$ cat src/rtl/capture_writer_if.sv
// Sample-memory write bus between the capture writer and the capture RAM.
interface capture_writer_if #(
  parameter int AW = 12,
  parameter int DW = 16
);
  logic          wr_en;
  logic [AW-1:0] wr_addr;
  logic [DW-1:0] wr_data;

  modport master (output wr_en, output wr_addr, output wr_data);
  modport slave  (input  wr_en, input  wr_addr, input  wr_data);
endinterface

$ cat src/rtl/capture_writer.sv
// Circular-buffer capture writer: streams ADC samples into a 2^AW-word memory,
// keeps a pre-trigger history and stops once the buffer holds a full record.
module capture_writer #(
  parameter int AW = 12,
  parameter int DW = 16
) (
  input  logic             clk,
  input  logic             reset,
  input  logic [DW-1:0]    adc_data,
  input  logic             adc_valid,
  input  logic             arm,
  input  logic             force_trig,
  input  logic [DW-1:0]    trig_level,
  input  logic             trig_falling,
  input  logic [AW-1:0]    pretrig,
  capture_writer_if.master wr_bus,
  output logic [AW-1:0]    start_addr,
  output logic             busy,
  output logic             done
);

  localparam logic [2:0]  ST_IDLE  = 3'd0;
  localparam logic [2:0]  ST_PRE   = 3'd1;
  localparam logic [2:0]  ST_ARMED = 3'd2;
  localparam logic [2:0]  ST_POST  = 3'd3;
  localparam logic [2:0]  ST_DONE  = 3'd4;
  localparam logic [AW-1:0] ADDR_ONE = AW'(1);
  localparam logic [AW:0]   CNT_ONE  = (AW+1)'(1);
  localparam logic [AW:0]   DEPTH    = CNT_ONE << AW;

  logic [2:0]    state_r,    state_s;
  logic [AW-1:0] ptr_r,      ptr_s;
  logic [AW:0]   cnt_r,      cnt_s;
  logic [AW-1:0] pre_lat_r,  pre_lat_s;
  logic [AW-1:0] start_r,    start_s;
  logic          we_r,       we_s;
  logic [AW-1:0] waddr_r,    waddr_s;
  logic [DW-1:0] wdata_r,    wdata_s;
  logic [DW-1:0] prev_r,     prev_s;
  logic          prev_vld_r, prev_vld_s;
  logic          pend_r,     pend_s;
  logic          busy_r,     busy_s;
  logic          done_r,     done_s;

  logic          capturing_s;
  logic          rise_s;
  logic          fall_s;
  logic          trig_s;
  logic [AW:0]   post_target_s;

  assign capturing_s   = (state_r == ST_PRE) || (state_r == ST_ARMED) || (state_r == ST_POST);
  assign rise_s        = prev_vld_r && (prev_r <  trig_level) && (adc_data >= trig_level);
  assign fall_s        = prev_vld_r && (prev_r >= trig_level) && (adc_data <  trig_level);
  // A force pulse seen without a sample is remembered and fires on the next sample.
  assign trig_s        = force_trig || pend_r || (trig_falling ? fall_s : rise_s);
  // Wide enough that pretrig = 2^AW-1 yields a post count of zero, not a wrap.
  assign post_target_s = DEPTH - {1'b0, pre_lat_r} - CNT_ONE;

  // Next-state, address and write-bus computation.
  always_comb begin
    state_s    = state_r;
    ptr_s      = ptr_r;
    cnt_s      = cnt_r;
    pre_lat_s  = pre_lat_r;
    start_s    = start_r;
    we_s       = 1'b0;
    waddr_s    = waddr_r;
    wdata_s    = wdata_r;
    prev_s     = prev_r;
    prev_vld_s = prev_vld_r;
    pend_s     = pend_r;
    if (arm) begin
      pre_lat_s  = pretrig;
      ptr_s      = {AW{1'b0}};
      waddr_s    = {AW{1'b0}};
      cnt_s      = {(AW+1){1'b0}};
      start_s    = {AW{1'b0}};
      prev_vld_s = 1'b0;
      pend_s     = 1'b0;
      state_s    = (pretrig != {AW{1'b0}}) ? ST_PRE : ST_ARMED;
    end else if (capturing_s && adc_valid) begin
      we_s       = 1'b1;
      waddr_s    = ptr_r;
      wdata_s    = adc_data;
      ptr_s      = ptr_r + ADDR_ONE;
      prev_s     = adc_data;
      prev_vld_s = 1'b1;
      case (state_r)
        ST_PRE: begin
          if ((cnt_r + CNT_ONE) == {1'b0, pre_lat_r}) begin
            cnt_s   = {(AW+1){1'b0}};
            state_s = ST_ARMED;
          end else begin
            cnt_s   = cnt_r + CNT_ONE;
          end
        end
        ST_ARMED: begin
          if (trig_s) begin
            start_s = ptr_r - pre_lat_r;
            pend_s  = 1'b0;
            cnt_s   = {(AW+1){1'b0}};
            state_s = (post_target_s == {(AW+1){1'b0}}) ? ST_DONE : ST_POST;
          end else begin
            state_s = ST_ARMED;
          end
        end
        ST_POST: begin
          if ((cnt_r + CNT_ONE) == post_target_s) begin
            state_s = ST_DONE;
          end else begin
            cnt_s   = cnt_r + CNT_ONE;
          end
        end
        default: begin
          state_s = ST_IDLE;
        end
      endcase
    end else if ((state_r == ST_ARMED) && force_trig) begin
      pend_s = 1'b1;
    end else begin
      pend_s = pend_r;
    end
    busy_s = (state_s == ST_PRE) || (state_s == ST_ARMED) || (state_s == ST_POST);
    done_s = (state_s == ST_DONE);
  end

  // State and output registers; reset aborts any capture immediately.
  always_ff @(posedge clk or posedge reset) begin
    if (reset) begin
      state_r    <= ST_IDLE;
      ptr_r      <= {AW{1'b0}};
      cnt_r      <= {(AW+1){1'b0}};
      pre_lat_r  <= {AW{1'b0}};
      start_r    <= {AW{1'b0}};
      we_r       <= 1'b0;
      waddr_r    <= {AW{1'b0}};
      wdata_r    <= {DW{1'b0}};
      prev_r     <= {DW{1'b0}};
      prev_vld_r <= 1'b0;
      pend_r     <= 1'b0;
      busy_r     <= 1'b0;
      done_r     <= 1'b0;
    end else begin
      state_r    <= state_s;
      ptr_r      <= ptr_s;
      cnt_r      <= cnt_s;
      pre_lat_r  <= pre_lat_s;
      start_r    <= start_s;
      we_r       <= we_s;
      waddr_r    <= waddr_s;
      wdata_r    <= wdata_s;
      prev_r     <= prev_s;
      prev_vld_r <= prev_vld_s;
      pend_r     <= pend_s;
      busy_r     <= busy_s;
      done_r     <= done_s;
    end
  end

  assign wr_bus.wr_en   = we_r;
  assign wr_bus.wr_addr = waddr_r;
  assign wr_bus.wr_data = wdata_r;
  assign start_addr     = start_r;
  assign busy           = busy_r;
  assign done           = done_r;

endmodule

$ cat src/flat_wrapper.sv
// flat-port wrapper written by rule: the top's interface ports become plain ports
module capture_writer_flat 
#(
  parameter int AW = 12,
  parameter int DW = 16
)
  (clk, reset, adc_data, adc_valid, arm, force_trig, trig_level, trig_falling, pretrig, start_addr, busy, done, wr_bus_wr_en, wr_bus_wr_addr, wr_bus_wr_data);
  capture_writer_if #(.AW(AW), .DW(DW)) wr_bus_i ();
  input  logic clk;
  input  logic reset;
  input  logic [DW-1:0] adc_data;
  input  logic adc_valid;
  input  logic arm;
  input  logic force_trig;
  input  logic [DW-1:0] trig_level;
  input  logic trig_falling;
  input  logic [AW-1:0] pretrig;
  output logic [AW-1:0] start_addr;
  output logic busy;
  output logic done;
  output wire logic [$bits(wr_bus_i.wr_en)-1:0] wr_bus_wr_en;
  output wire logic [$bits(wr_bus_i.wr_addr)-1:0] wr_bus_wr_addr;
  output wire logic [$bits(wr_bus_i.wr_data)-1:0] wr_bus_wr_data;
  assign wr_bus_wr_en = wr_bus_i.wr_en;
  assign wr_bus_wr_addr = wr_bus_i.wr_addr;
  assign wr_bus_wr_data = wr_bus_i.wr_data;
  capture_writer #(.AW(AW), .DW(DW)) u_core (.clk(clk), .reset(reset), .adc_data(adc_data), .adc_valid(adc_valid), .arm(arm), .force_trig(force_trig), .trig_level(trig_level), .trig_falling(trig_falling), .pretrig(pretrig), .wr_bus(wr_bus_i), .start_addr(start_addr), .busy(busy), .done(done));
endmodule
$ cat config.mk
export PLATFORM = sky130hd
export DESIGN_NAME = capture_writer_flat
export DESIGN_NICKNAME = d
export VERILOG_FILES = /design/src/rtl/capture_writer_if.sv /design/src/rtl/capture_writer.sv /design/src/flat_wrapper.sv
export SDC_FILE = /design/constraint.sdc
export NUM_CORES = 1
export LEC_CHECK = 0
export BUFFER_PORTS_ARGS = -buffer_cell sky130_fd_sc_hd__buf_2
export CAP_MARGIN = 15
export CORE_MARGIN = 5
export CORE_UTILIZATION = 35
export CTS_BUF_LIST = sky130_fd_sc_hd__clkbuf_8
export DETAILED_ROUTE_END_ITERATION = 7
export SYNTH_ARGS = -nofsm -noshare
export SYNTH_HDL_FRONTEND = slang
export SYNTH_SLANG_ARGS = --single-unit
$ cat constraint.sdc
create_clock -name clk -period 3.4 [get_ports clk]
set_input_delay 0.17 -clock clk [delete_from_list [all_inputs] [get_ports clk]]
set_output_delay 0.17 -clock clk [all_outputs]
set_load 0.005 [all_outputs]
==> key figures, run 1 <==
Worst setup path
  • CP required: 3.69 ns
  • Crit path largest cell delay: approximately 0.50 ns
  • Worst-path fanout max: 12
  • CP Capture Type: flop
  • Cell breakdown of the critical path: ha_1 -> nand4_1 -> nor4_1 -> o21a_1 -> o31ai_1 -> a22oi_2 -> a2bb2oi_2 -> nand2b_1 -> o211ai_1
  • CP max stage cell: nor4_1
  • Kind of critical path: flop to flop
  • Worst EP arrival: approximately 3.3 ns
  • CP startpoint kind: flop

Yosys
  • Post-synthesis mux area share: between 4 and 5%
  • Post-synth EDFFs: 0
  • Dominant cells by area after synthesis: dfrtp_1 (37%), ha_1 (9.7%), a21oi_1 (4.8%), nand2_1 (4.5%), xnor2_1 (3.8%)
  • Seq/Total Area, Yosys: a little under two fifths
  • Synth Area in Adders: around a tenth
  • YS warnings: 0
  • Mapped Nets: roughly 730
  • Synth Area in XOR/XNOR: approximately 6%
  • Mapped Area: 5791 µm²
  • Synthesized area per cell: around 9.1 µm²
  • Commonest register cell after synthesis: dfrtp_1
  • Seq cells post-synth: 85
  • Yosys cell types: just under 80
  • Compound-cell area share of the yosys netlist: 17.20%
  • Cells after Synth: 637
  • Largest area contributor in the netlist: dfrtp_1
  • Post-synth top area share: a little under two fifths
  • Simple-gate share of the synthesized area: between 10% and 20%
  • Async S/R FF share, synth: 100.0%
  • Synth top cells by count: dfrtp_1 (85), nand2_1 (69), a21oi_1 (55)
  • Most frequent cell after synthesis: dfrtp_1
  • Combinational family with the most area after synthesis: simple AND/OR/NAND/NOR gates

Global routing
  • Vias in the first global route: 4,939
  • Largest net degree at the start of global routing: slightly below 60
  • Grt ovf: 0
  • GRT Total Usage: 15.99%
  • Antenna violations before repair: 0
  • First-pass GRT wire length: about 25,000 µm

Die
  • Chip height: about 140 µm
  • Starting density of the core: roughly a third
  • Rows: 47
  • Core Footprint: around 16,000 µm²
  • IO Pins: a little over 90
  • Die area: between 15,000 and 20,000 µm²
  • DIE WIDTH: between 100 and 150 µm

Placed design
  • # placed instances: around 930
  • GP Congestion: ~0.88
  • # port buffers: 92
  • Dpl ws: slightly above 0.3 ns
  • Hpwl dp: around 11,000 µm

Layout
  • Synth-to-Final Area Change: 15.95%
  • # diodes: 0
  • Final nets: slightly above 800
  • Layout cells sized above 1: 22.09%
  • Final cell count without fillers: between 900 and 1,000

Power
  • VDD IR max: 0.2133 mV
  • Tot Pwr: 2.336 mW
  • Power Dens Cells: 347.9 nW/µm²
  • Leak pwr: just over 3 nW

Clocking
  • Clock Sink Count: 85
  • Maximum clock path buffer count: 2
  • H-tree Lvls: 3
  • TritonCTS Buffers: 9
  • Clk Latency, worst-skew pair: between 0.3 and 0.4 ns
  • CTS tree: done
  • Clock slew at reported path FFs: 0.10 ns
  • Root Driver: clkbuf_8

Timing
  • Final min period: 3.052 ns
  • Final WS setup: ~0.35 ns
  • Skew final: approximately 0.009 ns
  • Final Hold Vio Count: 0
  • Count of final setup violators: 0
  • Tcrit/Tclk final: 89.75%
  • RSZ-0062 raised after global routing: false
  • Relative slew slack: 55.52%
  • Worst slew pin tran: around 0.67 ns
  • Final Max Tran Viols: 0
  • Max Freq: 327.7 MHz
  • Setup TNS: 0 ns

Drt
  • WL final: roughly 15,000 µm
  • Vias per inst: between 5 and 6
  • DRC Markers: 0
  • Drt first pass iters: 5
  • Iter 0 DRT Violations: approximately 270
  • Via Count: a little under 5,000
  • Routed Antenna Nets: 0
  • Wire length per cell: between 15 and 20 µm

Worst hold path
  • Worst hold path type: input pin to flop

Run status
  • Status: completed

Run
  • Max-cap viol count: 0
[sequential cells by signal (all words and copies together) (netlist names)]
signal	flops
u_core.wr_bus.wr_data	16
u_core.cnt_r	13
u_core.pre_lat_r	12
u_core.ptr_r	12
u_core.start_addr	12
u_core.wr_bus.wr_addr	12
u_core.state_r	3
u_core.busy	1
u_core.done	1
u_core.pend_r	1
u_core.prev_vld_r	1
u_core.wr_bus.wr_en	1
[area by class of cell]
class	instances	area, µm²
clock inverters	6	63.81
fillers	1659	9693
inverters	49	185.2
flip-flops and latches	85	2127
repair buffers	107	603.1
clock buffers	9	123.9
well taps	220	275.3
multi-input cells	473	3336
[path summary, 6_finish.rpt]
kind / cells past startpoint / slack, ns / from / endpoint
setup reg to reg: 9 / 0.35 / u_core.wr_bus.wr_data[15] / u_core.cnt_r[6]
hold / removal: 3 / 0.009 / pretrig[9] / u_core.pre_lat_r[9]
min in group asynchronous: 3 / 0.23 / reset / u_core.wr_bus.wr_data[11]
hold reg to reg: 2 / 0.52 / u_core.start_addr[7] / u_core.start_addr[7]
max in group asynchronous: 5 / 2.37 / reset / u_core.start_addr[7]
setup / recovery: 9 / 0.35 / u_core.wr_bus.wr_data[15] / u_core.cnt_r[6]
[critical path: cells and delay by family (launching register included)]
kind                     cells  cell delay (ns)
AO/OA/AOI/OAI                5             1.24
adder cells (fa/ha/maj)      1             0.32
flip-flops                   1             0.41
AND/OR/NAND/NOR              3             1.00
[routing by layer]
| layer | track usage (%) | share of wire, % | vias up |
|---|---|---|---|
| li1 | - | - | 2447 |
| met1 | 21.01 | 46 | 2290 |
| met2 | 26.85 | 49 | 92 |
| met3 | 3.586 | 3.9 | 15 |
| met4 | 4.068 | 1.3 | 0 |
| met5 | 0 | 0 | - |
[through the flow]
step	area, µm²	hold WS, ns	utilization, %
final	6714	0.009332	40.92
after floorplan	5791	0.2611	-
after detailed placement	6457	0.4034	39.36
after global placement	6457	0.3885	39.36
after CTS	6675	0.002260	40.68
after global routing	6714	0.009843	40.92
[where the power goes]
group | internal, mW | total, mW | switching [mW]
logic | 0.213 | 0.477 | 0.264
clock network | 0.336 | 0.746 | 0.410
registers | 1.06 | 1.11 | 0.0536
[cells in the final DEF (no fill, tap or decap), types with 5 or more instances in the layout]
cell type	n
ha_1	45
nor4_1	7
nand2_1	69
o21a_1	5
nor2_1	39
clkbuf_8	9
a21oi_1	55
xor2_1	11
o21ai_0	36
or3_1	6
mux2_2	17
xnor2_1	25
nand4_1	21
nor3_1	14
buf_4	10
inv_1	48
nand3_1	14
dfrtp_1	85
a31oi_1	6
o21ai_1	5
nor2b_1	5
buf_2	92
mux2i_1	9
[kinds of logic after synthesis]
| logic type | after synthesis |
|---|---|
| adder cells (fa/ha/maj) | 46 |
| AND/OR/NAND/NOR | 212 |
| XOR/XNOR | 38 |
| multiplexers | 26 |
| buffers and inverters | 79 |
| flip-flops | 85 |
| AO/OA/AOI/OAI | 151 |
[what timing repair did]
item | CTS | global route
setup buffers | 0 | 0
hold endpoints to repair | 3 | 32
setup endpoints to repair | 0 | 6
hold buffers | 3 | 1
resized for setup | 0 | 1
No activity file was read; power rests on OpenSTA's default activity.
==> run 2: changes to the inputs <==
ABC_AREA = 1   (was default)
==> key figures, run 2 <==
Timing
  • Relative slew slack: 49.84% (was 55.52%)
  • Setup TNS: 0 ns (unchanged)
  • Final Max Tran Viols: 0 (unchanged)
  • Worst slew pin tran: 0.7525 ns (was 0.6672 ns)
  • Final Hold Vio Count: 0 (unchanged)
  • RSZ-0062 raised after global routing: false (unchanged)
  • Count of final setup violators: 0 (unchanged)
  • Final min period: 2.758 ns (was 3.052 ns)
  • Hold Slack: 0.01083 ns (was 0.009332 ns)
  • Tcrit/Tclk final: 81.13% (was 89.75%)
  • Max Freq: 362.5 MHz (was 327.7 MHz)
  • Skew final: 0.01082 ns (was 0.009034 ns)

Placed design
  • Hpwl dp: 12,330 µm (was 11,410 µm)
  • # placed instances: 1,065 (was 929)
  • Placed Area: 6400 µm² (was 6457 µm²)
  • # port buffers: 92 (unchanged)
  • GP Congestion: 0.9165 (was 0.8785)

Worst setup path
  • CP Capture Type: flop (unchanged)
  • CP max stage cell: dlygate4sd3_1 (was nor4_1)
  • Buffers plus inverters on the worst setup path: 3 (was 0)
  • CP startpoint kind: input pin (was flop)
  • CP required: 3.69 ns (about the same)
  • Crit path largest cell delay: 0.53 ns (was 0.50 ns)
  • Critical path's top delay family: buffers and inverters (was compound AO/OA/AOI/OAI gates)
  • Kind of critical path: input pin to flop (was flop to flop)
  • Worst-path fanout max: 16 (was 12)
  • Critical path's most frequent cell: nand3_1
  • Cell breakdown of the critical path: dlygate4sd3_1 -> buf_2 -> ha_1 -> a21oi_1 -> o21ai_0 -> a21oi_1 -> nand3_1 -> nand2_1 -> nand3_1 -> nand3_1 -> nand2_1 -> inv_1 -> nand3_1 -> o21ai_0 (was ha_1 -> nand4_1 -> nor4_1 -> o21a_1 -> o31ai_1 -> a22oi_2 -> a2bb2oi_2 -> nand2b_1 -> o211ai_1)
  • Worst EP arrival: 3.05 ns (was 3.34 ns)

Yosys
  • Commonest register cell after synthesis: dfrtp_1 (unchanged)
  • Yosys cell types: 37 (was 78)
  • Cells after Synth: 765 (was 637)
  • Mapped Area: 5689 µm² (was 5791 µm²)
  • Synthesized area per cell: 7.437 µm² (was 9.090 µm²)
  • Dominant cells by area after synthesis: dfrtp_1 (37%), nand2_1 (15%), ha_1 (9.9%), nand3_1 (6.0%), inv_1 (5.7%) (was dfrtp_1 (37%), ha_1 (9.7%), a21oi_1 (4.8%), nand2_1 (4.5%), xnor2_1 (3.8%))
  • Synth Area in XOR/XNOR: 1.386% (was 6.115%)
  • Synth Area in Adders: 10.25% (was 10.07%)
  • Async S/R FF share, synth: 100.0% (unchanged)
  • Synth top cells by count: nand2_1 (224), inv_1 (87), dfrtp_1 (85) (was dfrtp_1 (85), nand2_1 (69), a21oi_1 (55))
  • Post-synth EDFFs: 0 (unchanged)
  • Largest area contributor in the netlist: dfrtp_1 (unchanged)
  • YS warnings: 0 (unchanged)
  • Combinational family with the most area after synthesis: simple AND/OR/NAND/NOR gates (unchanged)
  • Post-synth top area share: 37.39% (was 36.73%)
  • Seq cells post-synth: 85 (unchanged)
  • Seq/Total Area, Yosys: 37.39% (was 36.73%)
  • Post-synthesis mux area share: 0% (was 4.862%)
  • Simple-gate share of the synthesized area: 32.31% (was 19.34%)
  • Compound-cell area share of the yosys netlist: 11.83% (was 17.20%)
  • Most frequent cell after synthesis: nand2_1 (was dfrtp_1)
  • Mapped Nets: 861 (was 733)

Run status
  • Status: completed (unchanged)

Layout
  • # diodes: 0 (unchanged)
  • Final nets: 961 (was 821)
  • Fin util: 41.74% (was 40.92%)
  • Area occupied by multi-input gates: 3173 µm² (was 3336 µm²)
  • Final cell count without fillers: 1,085 (was 949)
  • FF/Latch Area: 2127 µm² (unchanged)
  • Design area: 6655 µm² (was 6714 µm²)
  • Max reg flops: 16 (unchanged)
  • Most frequent cells in the layout: nand2_1 (224), buf_2 (92), inv_1 (88), dfrtp_1 (85), nand3_1 (68) (was buf_2 (92), dfrtp_1 (85), nand2_1 (69), a21oi_1 (55), inv_1 (48))
  • Layout cells sized above 1: 17.84% (was 22.09%)
  • Fillers: 1,676 (was 1,659)
  • Commonest non-fill, non-tap cell in the layout: nand2_1 (was buf_2)
  • Synth-to-Final Area Change: 16.98% (was 15.95%)

Global routing
  • Largest net degree at the start of global routing: 43 (was 59)
  • First-pass GRT wire length: 25,950 µm (was 25,300 µm)
  • Antenna violations before repair: 0 (unchanged)
  • Grt ovf: 0 (unchanged)
  • GRT Total Usage: 17.59% (was 15.99%)
  • Vias in the first global route: 5,212 (was 4,939)

Drt
  • Routed Antenna Nets: 0 (unchanged)
  • Via Count: 5,270 (was 4,844)
  • Routed length on met1: 6912 µm (was 6955 µm)
  • WL final: 15,640 µm (was 15,080 µm)
  • Met3 WL: 735 µm (was 583 µm)
  • Wire length per cell: 14.42 µm (was 15.89 µm)
  • Vias per inst: 4.857 (was 5.104)
  • DR top layer: met4 (unchanged)
  • DRC Markers: 0 (unchanged)
  • WL met2: 7519 µm (was 7341 µm)
  • Iter 0 DRT Violations: 433 (was 272)
  • Drt first pass iters: 6 (was 5)

Die
  • Core Footprint: 15,940 µm² (was 16,410 µm²)
  • DIE WIDTH: 137.5 µm (was 138.6 µm)
  • Rows: 46 (was 47)
  • Die area: 18,900 µm² (was 19,220 µm²)
  • Starting density of the core: 35.69% (was 35.29%)
  • IO Pins: 93 (unchanged)
  • Chip height: 137.5 µm (was 138.6 µm)

Clocking
  • Clock Sink Count: 85 (unchanged)
  • Clock slew at reported path FFs: 0.09 ns (was 0.10 ns)
  • TritonCTS Buffers: 9 (unchanged)
  • Root Driver: clkbuf_8 (unchanged)
  • Postcts setup bufs: 0 (unchanged)
  • Cts repair resizes: 0 (unchanged)
  • CTS tree: done (unchanged)
  • H-tree Lvls: 3 (unchanged)
  • Maximum clock path buffer count: 2 (unchanged)
  • Clk Latency, worst-skew pair: 0.38 ns (about the same)

Power
  • P_int: 1.737 mW (was 1.608 mW)
  • Leak pwr: 3.464 nW (was 3.060 nW)
  • Net switching power: 0.8362 mW (was 0.7274 mW)
  • Power Dens Cells: 386.7 nW/µm² (was 347.9 nW/µm²)
  • Combinational cell fraction of total power: 24.5% (was 20.4%)
  • Flop pwr share: 45.0% (was 47.6%)
  • VDD IR max: 0.2254 mV (was 0.2133 mV)
  • Sw frac: 32.50% (was 31.14%)
  • Power share of the clock group: 30.5% (was 31.9%)

Run
  • Max-cap viol count: 0 (unchanged)

Worst hold path
  • Worst hold path type: input pin to flop (unchanged)
-- run 2: cell types whose count changed in the layout (fill, tap and decap cells not counted), sizes merged, moves of 6 or more --
cell   previous run  this run
nand4            24         8
xnor2            26         3
or3               6         0
mux2             17         0
buf             103        97
inv              50        88
nand3            15        73
mux2i             9         0
nand2            69       241
o21ai            41        56
nor2             41        65
a21oi            55        38
-- run 2: logic make-up (layout without fill, tap and decap cells) --
logic type | after synthesis | after routing
AOI/OAI and AO/OA | 114 | 114
xor gates and xnor gates | 9 | 9
adders and majority gates | 46 | 46
buffers and inverters | 101 | 205
DFF | 85 | 85
and+or+nand+nor | 410 | 410
-- run 2: per-stage QoR --
step / worst slack (ns) / total power [mW]
after floorplan: 1.037 / 1.576
after global placement: 0.7933 / 1.810
after detailed placement: 0.6750 / 1.811
after CTS: 0.6413 / 2.598
after global routing: 0.2926 / 2.750
final: 0.6416 / 2.573
-- run 2: path summary, 6_finish.rpt --
| path | start | end | slack, ns | cells past startpoint |
|---|---|---|---|---|
| min in group asynchronous | reset | u_core.wr_bus.wr_data[15] | 0.27 | 3 |
| worst min-delay path | adc_data[6] | u_core.wr_bus.wr_data[6] | 0.01 | 3 |
| worst min register to register | u_core.start_addr[1] | u_core.start_addr[1] | 0.48 | 2 |
| max in group asynchronous | reset | u_core.ptr_r[10] | 2.34 | 4 |
| worst max register to register | u_core.wr_bus.wr_data[11] | u_core.pend_r | 0.66 | 12 |
| worst max-delay path | adc_data[13] | u_core.pend_r | 0.64 | 14 |
-- run 2: power groups by stage --
stage                     logic, mW  clock network (mW)  registers [mW]
final                         0.630               0.784            1.16
after global routing          0.740               0.837            1.17
after detailed placement      0.632                   0            1.18
after global placement        0.632                   0            1.18
after floorplan               0.404                   0            1.17
after CTS                     0.640               0.798            1.16
-- run 2: final cells by class --
| class | instances | area share, % |
|---|---|---|
| multi-input combinational | 579 | 47.68 |
| clock buffer | 9 | 1.861 |
| timing repair buffer | 102 | 8.235 |
| inverter | 88 | 4.982 |
| clock inverter | 6 | 1.222 |
| sequential | 85 | 31.96 |
| tap | 216 | 4.061 |
-- run 2: tightest hold or removal path: stages --
cell,delay [ns]
buf_2,0.09
nand2_1,0.05
nand2_1,0.05
-- run 2: layer usage --
layer  track usage, %  up-vias
li1                 -     2716
met1            22.06     2391
met2            29.45      130
met3            3.871       33
met4            6.874        0
met5                0        -
-- run 2: what timing repair did --
item / in CTS / in global routing
setup endpoints to repair: 0 / 0
hold endpoints to repair: 18 / 0
hold buffers: 5 / 0
==> run 3: changes to the inputs <==
clock period = 2.55 ns   (was 3.4 ns; I/O delays follow)
==> key figures, run 3 (synthesized netlist as in run 2, its figures left out) <==
Power
  • Sw frac: 32.60% (was 32.50%)
  • Net switching power: 1.123 mW (was 0.8362 mW)
  • Power share of the clock group: 28.3% (was 30.5%)
  • Leak pwr: 3.612 nW (was 3.464 nW)
  • Power Dens Cells: 490.2 nW/µm² (was 386.7 nW/µm²)
  • Flop pwr share: 45.0% (about the same)
  • Combinational cell fraction of total power: 26.7% (was 24.5%)
  • Tot Pwr: 3.445 mW (was 2.573 mW)
  • VDD IR max: 0.3803 mV (was 0.2254 mV)
  • P_int: 2.322 mW (was 1.737 mW)

Drt
  • Routed Antenna Nets: 0 (unchanged)
  • Drt first pass iters: 6 (unchanged)
  • Vias per inst: 4.814 (was 4.857)
  • Iter 0 DRT Violations: 352 (was 433)
  • Via Count: 5,387 (was 5,270)
  • WL final: 16,160 µm (was 15,640 µm)
  • DRC Markers: 0 (unchanged)
  • Wire length per cell: 14.44 µm (was 14.42 µm)

Worst setup path
  • Worst EP arrival: 2.61 ns (was 3.05 ns)
  • Kind of critical path: flop to flop (was input pin to flop)
  • CP Capture Type: flop (unchanged)
  • Cell breakdown of the critical path: ha_1 -> nand2_1 -> nor3_1 -> nand2_1 -> nand2_1 -> nor2_1 -> nand2_1 -> nand3_2 -> nor2_1 -> o21ai_4 -> buf_12 -> buf_4 -> o21ai_2 (was dlygate4sd3_1 -> buf_2 -> ha_1 -> a21oi_1 -> o21ai_0 -> a21oi_1 -> nand3_1 -> nand2_1 -> nand3_1 -> nand3_1 -> nand2_1 -> inv_1 -> nand3_1 -> o21ai_0)
  • CP startpoint kind: flop (was input pin)
  • Crit path largest cell delay: 0.41 ns (was 0.53 ns)
  • CP required: 2.86 ns (was 3.69 ns)
  • CP max stage cell: dfrtp_1 (was dlygate4sd3_1)
  • Worst-path fanout max: 19 (was 16)
  • Critical path's most frequent cell: nand2_1 (was nand3_1)

Layout
  • Final nets: 997 (was 961)
  • Max reg flops: 16 (unchanged)
  • # diodes: 0 (unchanged)
  • Design area: 7028 µm² (was 6655 µm²)
  • Fillers: 1,660 (was 1,676)
  • Synth-to-Final Area Change: 23.53% (was 16.98%)
  • Most frequent cells in the layout: nand2_1 (223), buf_2 (92), inv_1 (85), dfrtp_1 (85), nand3_1 (66) (was nand2_1 (224), buf_2 (92), inv_1 (88), dfrtp_1 (85), nand3_1 (68))
  • Commonest non-fill, non-tap cell in the layout: nand2_1 (unchanged)
  • Layout cells sized above 1: 20.27% (was 17.84%)
  • Final cell count without fillers: 1,119 (was 1,085)
  • Fin util: 44.08% (was 41.74%)

Global routing
  • Busiest grt layer: met2 (unchanged)
  • Largest net degree at the start of global routing: 34 (was 43)
  • First-pass GRT wire length: 26,660 µm (was 25,950 µm)
  • Grt ovf: 0 (unchanged)
  • GR Util met3: 4.018% (was 3.871%)
  • Vias in the first global route: 5,378 (was 5,212)
  • Met1 Use GR: 22.55% (was 22.06%)
  • GRT Total Usage: 18.11% (was 17.59%)
  • Antenna violations before repair: 0 (unchanged)
  • Global Route met2 Usage: 31.02% (was 29.45%)

Timing
  • Relative slew slack: 44.54% (was 49.84%)
  • RSZ-0062 raised after global routing: false (unchanged)
  • Final Hold Vio Count: 0 (unchanged)
  • Skew final: 0.01226 ns (was 0.01082 ns)
  • Count of final setup violators: 0 (unchanged)
  • Hold Slack: 0.01151 ns (was 0.01083 ns)
  • Tcrit/Tclk final: about 90%
  • Final min period: ~2.3 ns
  • Worst slew pin tran: 0.8288 ns (was 0.7525 ns)
  • Final Max Tran Viols: 0 (unchanged)
  • Setup TNS: 0 ns (unchanged)
  • Max Freq: approximately 440 MHz
  • Final WS setup: 0.2522 ns (was 0.6416 ns)

Die
  • Die area: 18,900 µm² (unchanged)
  • IO Pins: 93 (unchanged)
  • Chip height: 137.5 µm (unchanged)
  • Starting density of the core: 35.69% (unchanged)
  • Rows: 46 (unchanged)
  • Core Footprint: 15,940 µm² (unchanged)
  • DIE WIDTH: 137.5 µm (unchanged)

Clocking
  • Maximum clock path buffer count: 2 (unchanged)
  • Root Driver: clkbuf_8 (unchanged)
  • Clk Latency, worst-skew pair: 0.38 ns (about the same)
  • Clock Sink Count: 85 (unchanged)
  • H-tree Lvls: 3 (unchanged)
  • Clock slew at reported path FFs: 0.09 ns (about the same)
  • TritonCTS Buffers: 9 (unchanged)
  • CTS tree: done (unchanged)

Placed design
  • Hpwl dp: 12,860 µm (was 12,330 µm)
  • # placed instances: 1,075 (was 1,065)
  • GP Congestion: 0.8872 (was 0.9165)
  • Dpl ws: 0.04527 ns (was 0.6750 ns)
  • # port buffers: 92 (unchanged)
  • Placed Area: 6487 µm² (was 6400 µm²)

Run
  • Max-cap viol count: 0 (unchanged)

Worst hold path
  • Worst hold path type: input pin to flop (unchanged)

Run status
  • Status: completed (unchanged)
[run 3: changes by cell type in the layout (fill, tap and decap cells not counted), sizes merged]
cell         change
inv              -3
bufinv           -1
buf             +17
clkbuf           +2
dlygate4sd3     +18
clkinvlp         +2
clkinv           -1
[run 3: worst max-delay path, delay by kind of cell, from the launching register on]
kind	cells	cell delay, ns
and+or+nand+nor	8	1.04
DFF	1	0.41
AOI/OAI and AO/OA	2	0.19
buffers and inverters	2	0.29
adders and majority gates	1	0.31
[run 3: repair_timing]
action	in CTS	in global routing
setup endpoints to repair	0	29
gates resized for setup	0	13
hold buffers	23	0
buffers inserted	0	7
endpoints found under the hold margin	52	0
[run 3: per-layer routing]
| metal | up-vias | share of wire [%] | wire length [µm] |
|---|---|---|---|
| met1 | 2457 | 43 | 6950 |
| met4 | 0 | 2.1 | 343 |
| li1 | 2780 | - | - |
| met5 | - | 0 | 0 |
| met2 | 129 | 49 | 7992 |
| met3 | 21 | 5.4 | 871 |
[run 3: power by group through the flow]
stage | Clock [mW] | Combinational [mW] | Sequential (mW)
floorplan | 0 | 0.539 | 1.56
global placement | 0 | 0.860 | 1.57
detailed placement | 0 | 0.864 | 1.57
CTS | 0.996 | 0.895 | 1.55
global route | 1.06 | 1.07 | 1.57
finish | 0.975 | 0.921 | 1.55
[run 3: final timing paths]
check	startpoint	endpoint	slack (ns)	cells after the start
max reg2reg	u_core.wr_bus.wr_data[15]	u_core.cnt_r[1]	0.25	13
min in group asynchronous	reset	u_core.wr_bus.wr_data[2]	0.37	3
min reg2reg	u_core.start_addr[6]	u_core.start_addr[6]	0.48	2
min	pretrig[7]	u_core.pre_lat_r[7]	0.01	3
max	u_core.wr_bus.wr_data[15]	u_core.cnt_r[1]	0.25	13
max in group asynchronous	reset	u_core.ptr_r[3]	1.52	4
[run 3: final cells by class]
| class | instances | area [µm²] | share of cell area (%) |
|---|---|---|---|
| Multi-Input combinational cell | 579 | 3221 | 45.83 |
| Sequential cell | 85 | 2127 | 30.27 |
| Timing Repair Buffer | 137 | 880.8 | 12.53 |
| Inverter | 88 | 335.3 | 4.771 |
| Tap cell | 216 | 270.3 | 3.845 |
| Clock buffer | 11 | 151.4 | 2.154 |
| Clock inverter | 2 | 35.03 | 0.4985 |
| Timing Repair inverter | 1 | 7.507 | 0.1068 |
